==> config.mk <==
export PLATFORM = sky130hd
export DESIGN_NAME = clock_hands_render
export DESIGN_NICKNAME = d
export VERILOG_FILES = /design/src/rtl/clock_hands_render.sv
export SDC_FILE = /design/constraint.sdc
export NUM_CORES = 2
export LEC_CHECK = 0
export BUFFER_PORTS_ARGS = -buffer_cell sky130_fd_sc_hd__buf_2
export CORE_UTILIZATION = 39
export CTS_CLUSTER_DIAMETER = 50
export CTS_CLUSTER_SIZE = 20
export DETAILED_ROUTE_END_ITERATION = 16
export MAX_ROUTING_LAYER = met4
export PLACE_DENSITY = 0.66
export SLEW_MARGIN = 20
export SYNTH_ARGS = -nofsm -noshare
export SYNTH_HDL_FRONTEND = slang
export SYNTH_SLANG_ARGS = --single-unit
==> constraint.sdc <==
create_clock -name clk -period 12.4 [get_ports clk]
set_input_delay 1.86 -clock clk [delete_from_list [all_inputs] [get_ports clk]]
set_output_delay 1.86 -clock clk [all_outputs]
set_load 0.01 [all_outputs]
==> src/rtl/clock_hands_render.sv <==
// Analog clock hand renderer: a fixed 3-cycle pixel pipeline that overlays
// second, minute and hour hands on a background colour stream.
module clock_hands_render #(
    parameter int          CX         = 320,
    parameter int          CY         = 240,
    parameter int          SEC_LEN    = 155,
    parameter int          MIN_LEN    = 130,
    parameter int          HOUR_LEN   = 100,
    parameter int          SEC_HW     = 1,
    parameter int          MIN_HW     = 4,
    parameter int          HOUR_HW    = 7,
    parameter logic [23:0] SEC_COLOR  = 24'hff0000,
    parameter logic [23:0] MIN_COLOR  = 24'h00ff00,
    parameter logic [23:0] HOUR_COLOR = 24'h0000ff,
    parameter int          FRAC       = 10
) (
    input  logic        clk,
    input  logic        reset,
    input  logic        frame_start,
    input  logic [5:0]  hour,
    input  logic [5:0]  min,
    input  logic [5:0]  sec,
    input  logic [2:0]  hand_en,
    input  logic        pix_valid,
    input  logic [9:0]  h_addr,
    input  logic [9:0]  v_addr,
    input  logic [23:0] bg_color,
    output logic [23:0] data,
    output logic        data_valid
);

    localparam int LEN [3] = '{SEC_LEN, MIN_LEN, HOUR_LEN};
    localparam int HW  [3] = '{SEC_HW, MIN_HW, HOUR_HW};

    function automatic logic signed [11:0] f_tab(input logic [3:0] i);
        logic signed [11:0] v;
        v = 12'sd0;
        unique case (i)
            4'd0:  v = 12'sd0;
            4'd1:  v = 12'sd107;
            4'd2:  v = 12'sd213;
            4'd3:  v = 12'sd316;
            4'd4:  v = 12'sd416;
            4'd5:  v = 12'sd512;
            4'd6:  v = 12'sd602;
            4'd7:  v = 12'sd685;
            4'd8:  v = 12'sd761;
            4'd9:  v = 12'sd828;
            4'd10: v = 12'sd887;
            4'd11: v = 12'sd935;
            4'd12: v = 12'sd974;
            4'd13: v = 12'sd1002;
            4'd14: v = 12'sd1018;
            4'd15: v = 12'sd1024;
        endcase
        return v;
    endfunction

    // Returns {sin, cos}; quadrant folds the index onto the 0..90 degree table.
    function automatic logic [23:0] f_sincos(input logic [5:0] k);
        logic [1:0]         q;
        logic [3:0]         r;
        logic signed [11:0] a, b, s, c;
        if (k >= 6'd45) begin
            q = 2'd3;
            r = 4'(k - 6'd45);
        end else if (k >= 6'd30) begin
            q = 2'd2;
            r = 4'(k - 6'd30);
        end else if (k >= 6'd15) begin
            q = 2'd1;
            r = 4'(k - 6'd15);
        end else begin
            q = 2'd0;
            r = k[3:0];
        end
        a = f_tab(r);
        b = f_tab(4'd15 - r);
        s = a;
        c = b;
        unique case (q)
            2'd0: begin s = a;  c = b;  end
            2'd1: begin s = b;  c = -a; end
            2'd2: begin s = -a; c = -b; end
            2'd3: begin s = -b; c = a;  end
        endcase
        return {s, c};
    endfunction

    logic [5:0] w_sec_new, w_min_new, w_hour_new, w_min_div, w_h12;
    logic [5:0] w_sec_idx, w_min_idx, w_hour_idx;
    logic [5:0] r_sec_idx, r_min_idx, r_hour_idx;

    assign w_sec_new  = (sec > 6'd59) ? 6'd0 : sec;
    assign w_min_new  = (min > 6'd59) ? 6'd0 : min;
    assign w_min_div  = w_min_new / 6'd12;
    assign w_h12      = (hour >= 6'd12) ? hour - 6'd12 : hour;
    assign w_hour_new = (hour > 6'd23) ? 6'd0 : w_h12 * 6'd5 + w_min_div;

    // A pixel arriving with frame_start already sees the new angles.
    assign w_sec_idx  = frame_start ? w_sec_new  : r_sec_idx;
    assign w_min_idx  = frame_start ? w_min_new  : r_min_idx;
    assign w_hour_idx = frame_start ? w_hour_new : r_hour_idx;

    always_ff @(posedge clk or posedge reset) begin
        if (reset) begin
            r_sec_idx  <= '0;
            r_min_idx  <= '0;
            r_hour_idx <= '0;
        end else if (frame_start) begin
            r_sec_idx  <= w_sec_new;
            r_min_idx  <= w_min_new;
            r_hour_idx <= w_hour_new;
        end
    end

    logic [23:0]        w_sc [3];
    logic signed [10:0] w_dx, w_dy;

    always_comb begin
        w_sc[0] = f_sincos(w_sec_idx);
        w_sc[1] = f_sincos(w_min_idx);
        w_sc[2] = f_sincos(w_hour_idx);
    end

    assign w_dx = signed'({1'b0, h_addr}) - 11'(CX);
    assign w_dy = 11'(CY) - signed'({1'b0, v_addr});

    logic               r1_valid;
    logic [23:0]        r1_bg;
    logic [2:0]         r1_en;
    logic signed [10:0] r1_dx, r1_dy;
    logic signed [11:0] r1_sin [3];
    logic signed [11:0] r1_cos [3];

    always_ff @(posedge clk or posedge reset) begin
        if (reset) begin
            r1_valid <= 1'b0;
            r1_bg    <= '0;
            r1_en    <= '0;
            r1_dx    <= '0;
            r1_dy    <= '0;
            for (int i = 0; i < 3; i++) begin
                r1_sin[i] <= '0;
                r1_cos[i] <= '0;
            end
        end else begin
            r1_valid <= pix_valid;
            r1_bg    <= bg_color;
            r1_en    <= hand_en;
            r1_dx    <= w_dx;
            r1_dy    <= w_dy;
            for (int i = 0; i < 3; i++) begin
                r1_sin[i] <= signed'(w_sc[i][23:12]);
                r1_cos[i] <= signed'(w_sc[i][11:0]);
            end
        end
    end

    // Rotate the pixel offset into each hand's frame.
    logic signed [23:0] w_al [3];
    logic signed [23:0] w_pp [3];

    always_comb begin
        for (int i = 0; i < 3; i++) begin
            w_al[i] = (24'(r1_dx) * 24'(r1_sin[i])
                     + 24'(r1_dy) * 24'(r1_cos[i])) >>> FRAC;
            w_pp[i] = (24'(r1_dx) * 24'(r1_cos[i])
                     - 24'(r1_dy) * 24'(r1_sin[i])) >>> FRAC;
        end
    end

    logic               r2_valid;
    logic [23:0]        r2_bg;
    logic [2:0]         r2_en;
    logic signed [23:0] r2_al [3];
    logic signed [23:0] r2_pp [3];

    always_ff @(posedge clk or posedge reset) begin
        if (reset) begin
            r2_valid <= 1'b0;
            r2_bg    <= '0;
            r2_en    <= '0;
            for (int i = 0; i < 3; i++) begin
                r2_al[i] <= '0;
                r2_pp[i] <= '0;
            end
        end else begin
            r2_valid <= r1_valid;
            r2_bg    <= r1_bg;
            r2_en    <= r1_en;
            for (int i = 0; i < 3; i++) begin
                r2_al[i] <= w_al[i];
                r2_pp[i] <= w_pp[i];
            end
        end
    end

    logic [2:0]  w_hit;
    logic [23:0] w_color;

    always_comb begin
        w_hit = '0;
        for (int i = 0; i < 3; i++) begin
            w_hit[i] = r2_en[i]
                && (r2_al[i] >= 24'sd0)
                && (r2_al[i] <= 24'(LEN[i]))
                && (r2_pp[i] >= -24'(HW[i]))
                && (r2_pp[i] <= 24'(HW[i]));
        end
    end

    always_comb begin
        w_color = r2_bg;
        priority case (1'b1)
            w_hit[0]: w_color = SEC_COLOR;
            w_hit[1]: w_color = MIN_COLOR;
            w_hit[2]: w_color = HOUR_COLOR;
            default:  w_color = r2_bg;
        endcase
    end

    always_ff @(posedge clk or posedge reset) begin
        if (reset) begin
            data       <= '0;
            data_valid <= 1'b0;
        end else begin
            data       <= r2_valid ? w_color : 24'h0;
            data_valid <= r2_valid;
        end
    end

endmodule

==> reports/qor.yml <==
grt:
  grt_pass1_wl_mm: 303.1
  antenna_found_initial: 7
  grtUsageTotal_pct: 20.18
  grt_pass1_vias: 56991
  grt-ovfl-total: 0
  grt_max_degree: 97
timing:
  rsz0062_at_grt: "no"
  fin_tns_setup_ns: 0
  max_slew_margin_pct: 26.05
  fin_crit_sh_pct: 69.70
  fmax_mhz: 115.7
  worstMarginPinSlew_ns: 1.109
  setup_viol: 0
  drv_slew: 0
  hold_viol: 0
  finalClockSkew_ns: 0.07402
  min_period_ns: 8.643
logic_synthesis:
  synthesis.nets: 10128
  synth_common_cells: "fa_1, inv_1, nand2_1"
  syn_inst: 7728
  ys.flop_type: "dfrtp_1"
  synth_seq_cells: 275
  syn-cell-area_um2: 74790
  yosys_warnings: 0
  async_reset_ff_share_pct: 100.0
  synth_enable_flop_cells: 0
  synthTopCellsByArea: "fa_1, ha_1, dfrtp_1"
  syn_area_per_cell_um2: 9.678
  yosysSeqAreaShare_pct: 9.201
  synth_top_cell_by_area: "fa_1"
  synth.most_common_cell: "fa_1"
  netlist.area_leader.share_pct: 47.24
  yosysUniqueCellTypes: 122
final_layout:
  n_fill_cell: 18147
  synthToLayoutAreaGrowth_pct: 6.125
  post-route-util_pct: 41.69
  drive_gt1_share_pct: 5.481
  final_nets: 9992
worst_setup_path:
  start_kind: "flip-flop"
  required_ns: 12.91
  worstPathArrival_ns: 9.15
  crit_type: "flip-flop to flip-flop"
  crit_path_end_kind: "flip-flop"
  critPathMaxFanout: 67
  slowest_stage: "buf_4"
  cp_cell_sequence: "buf_4 -> nand2_1 -> fa_1 -> fa_1 -> fa_1 -> inv_1 -> fa_1 -> inv_1 -> fa_1 -> fa_1 -> inv_1 -> fa_1 -> ha_1 -> nand2_1 -> o21ai_0 -> a2111oi_0 -> o31ai_1 -> o211ai_1 -> a21boi_0 -> o21ai_0 -> a2111oi_0 -> o21ai_0 -> a21oi_1 -> a31oi_1"
  slowest_delay_ns: 0.72
  crit_top_cell: "fa_1"
detailed_routing:
  postRouteAntennaNets: 0
  first_pass_iters: 6
  vias: 51499
  wire_per_inst_um: 17.75
  drtIter0Drc: 3302
  viasPerCell: 5.079
  route.detailed.drc: 0
  drt-total-wl_mm: 180.0
clock_network:
  path_clk_slew_ns: 0.07
  cts_root_buffer: "clkbuf_16"
  htreeDepth: 2
  cts_tree: "done"
  cts.sinks: 275
  cts_buffer_depth: 3
  postCtsSetupRepairBufs: 0
  ctsHoldBuffers: 0
  cts_inserted_buffers: 45
  clkLatencyLatePin_ns: 0.68
  cts_resized: 0
floorplan:
  dieArea_um2: 193500
  die_h_um: 439.9
  die_w_um: 439.9
  core_area_um2: 190400
  rows: 160
  initial_utilization_pct: 39.28
  ioPinCount: 94
placed_design:
  place_congestion: 0.8603
  post-dp-hpwl_mm: 137.0
  io_buffers: 93
job:
  cap_violations: 0
worst_hold_path:
  hp-class: "flip-flop to flip-flop"
run_status:
  status: "finished, final reports clean"
## cell type report
cell class / count / area, um2 / share of cell area [%]
antenna: 3 / 7.507 / 0.009458
clock buffer: 54 / 1200 / 1.512
clock inverter: 27 / 394.1 / 0.4966
inverter: 1735 / 6523 / 8.218
multi-input combinational: 5334 / 59900 / 75.47
sequential: 275 / 6925 / 8.725
tap: 2511 / 3142 / 3.958
timing repair buffer: 201 / 1280 / 1.613
## metal layers
layer / share of wire (%) / global-route usage, % / up-vias
met5: 0 / - / -
met4: 3.0 / 6.009 / 0
met3: 7.4 / 3.393 / 288
met2: 47 / 31.59 / 1746
met1: 43 / 26.88 / 26736
li1: - / - / 22729
## cell families after synthesis
family / synth area share [%]
muxes: 0.5839
xor gates and xnor gates: 2.739
DFF: 9.201
adders and majority gates: 56.71
AOI/OAI and AO/OA: 5.792
buffers and inverters: 10.75
and+or+nand+nor: 14.22
## registers in the layout, summed over array words and instances (netlist names)
signal      cells
r2_pp          42
r2_al          40
r1_cos         36
r1_sin         36
data           24
r1_bg          24
r2_bg          24
r1_dx          11
r1_dy          11
r_hour_idx      6
r_min_idx       6
r_sec_idx       6
r1_en           3
r2_en           3
data_valid      1
r1_valid        1
r2_valid        1
## placed cells by master, fill, tap and decap left out, types with 17 or more instances in the layout
master     Yosys  layout
a211oi_1      19      19
a21o_1        27      27
a21oi_1      138     137
a221oi_1      24      23
a22oi_1       22      22
a31oi_1       28      28
and2_1       691     691
buf_2         16      93
buf_4          4     107
clkbuf_16      0      45
dfrtp_1      275     252
dfrtp_2        0      17
fa_1        1765    1765
ha_1         566     566
inv_1       1721    1720
mux2i_1       23      23
nand2_1      880     880
nand2b_1      74      74
nand3_1       45      45
nand4_1       24      24
nor2_1       258     258
nor2b_1       35      35
nor3_1        54      54
o21a_1        25      25
o21ai_0       95      95
o22ai_1       24      24
xnor2_1      173     173
xor2_1        49      49
## per-stage QoR
stage | setup WS (ns) | cell area (um2) | cells | hold slack [ns]
2_1_floorplan | 2.960 | 74790 | 7728 | 0.3312
3_3_place_gp | 3.141 | 77760 | 10056 | 0.3325
3_5_place_dp | 3.139 | 77760 | 10056 | 0.3347
4_1_cts | 3.702 | 79360 | 10137 | 0.3469
5_1_grt | 3.221 | 79370 | 10140 | 0.3538
6_report | 3.757 | 79370 | 10140 | 0.3465
## worst paths after layout
check / cells after the start / slack, ns / start / end
max reg2reg: 24 / 3.76 / r1_dx[2] / r2_al[61]
max: 24 / 3.76 / r1_dx[2] / r2_al[61]
min in group asynchronous: 2 / 1.28 / reset / r1_bg[15]
min reg2reg: 0 / 0.35 / r1_en[1] / r2_en[1]
min: 0 / 0.35 / r1_en[1] / r2_en[1]
max in group asynchronous: 4 / 8.89 / reset / r1_dx[4]
## worst max-delay path: cells and delay by family (launching register included)
kind / cells / cell delay, ns
adder cells (fa/ha/maj): 8 / 3.79
AND/OR/NAND/NOR: 2 / 0.23
flip-flops: 1 / 0.47
AO/OA/AOI/OAI: 10 / 3.10
buffers and inverters: 4 / 0.88
Power is left out: the tool's default activity adds up to more than one toggle a clock period on the data nets, which glitch-free logic cannot reach.
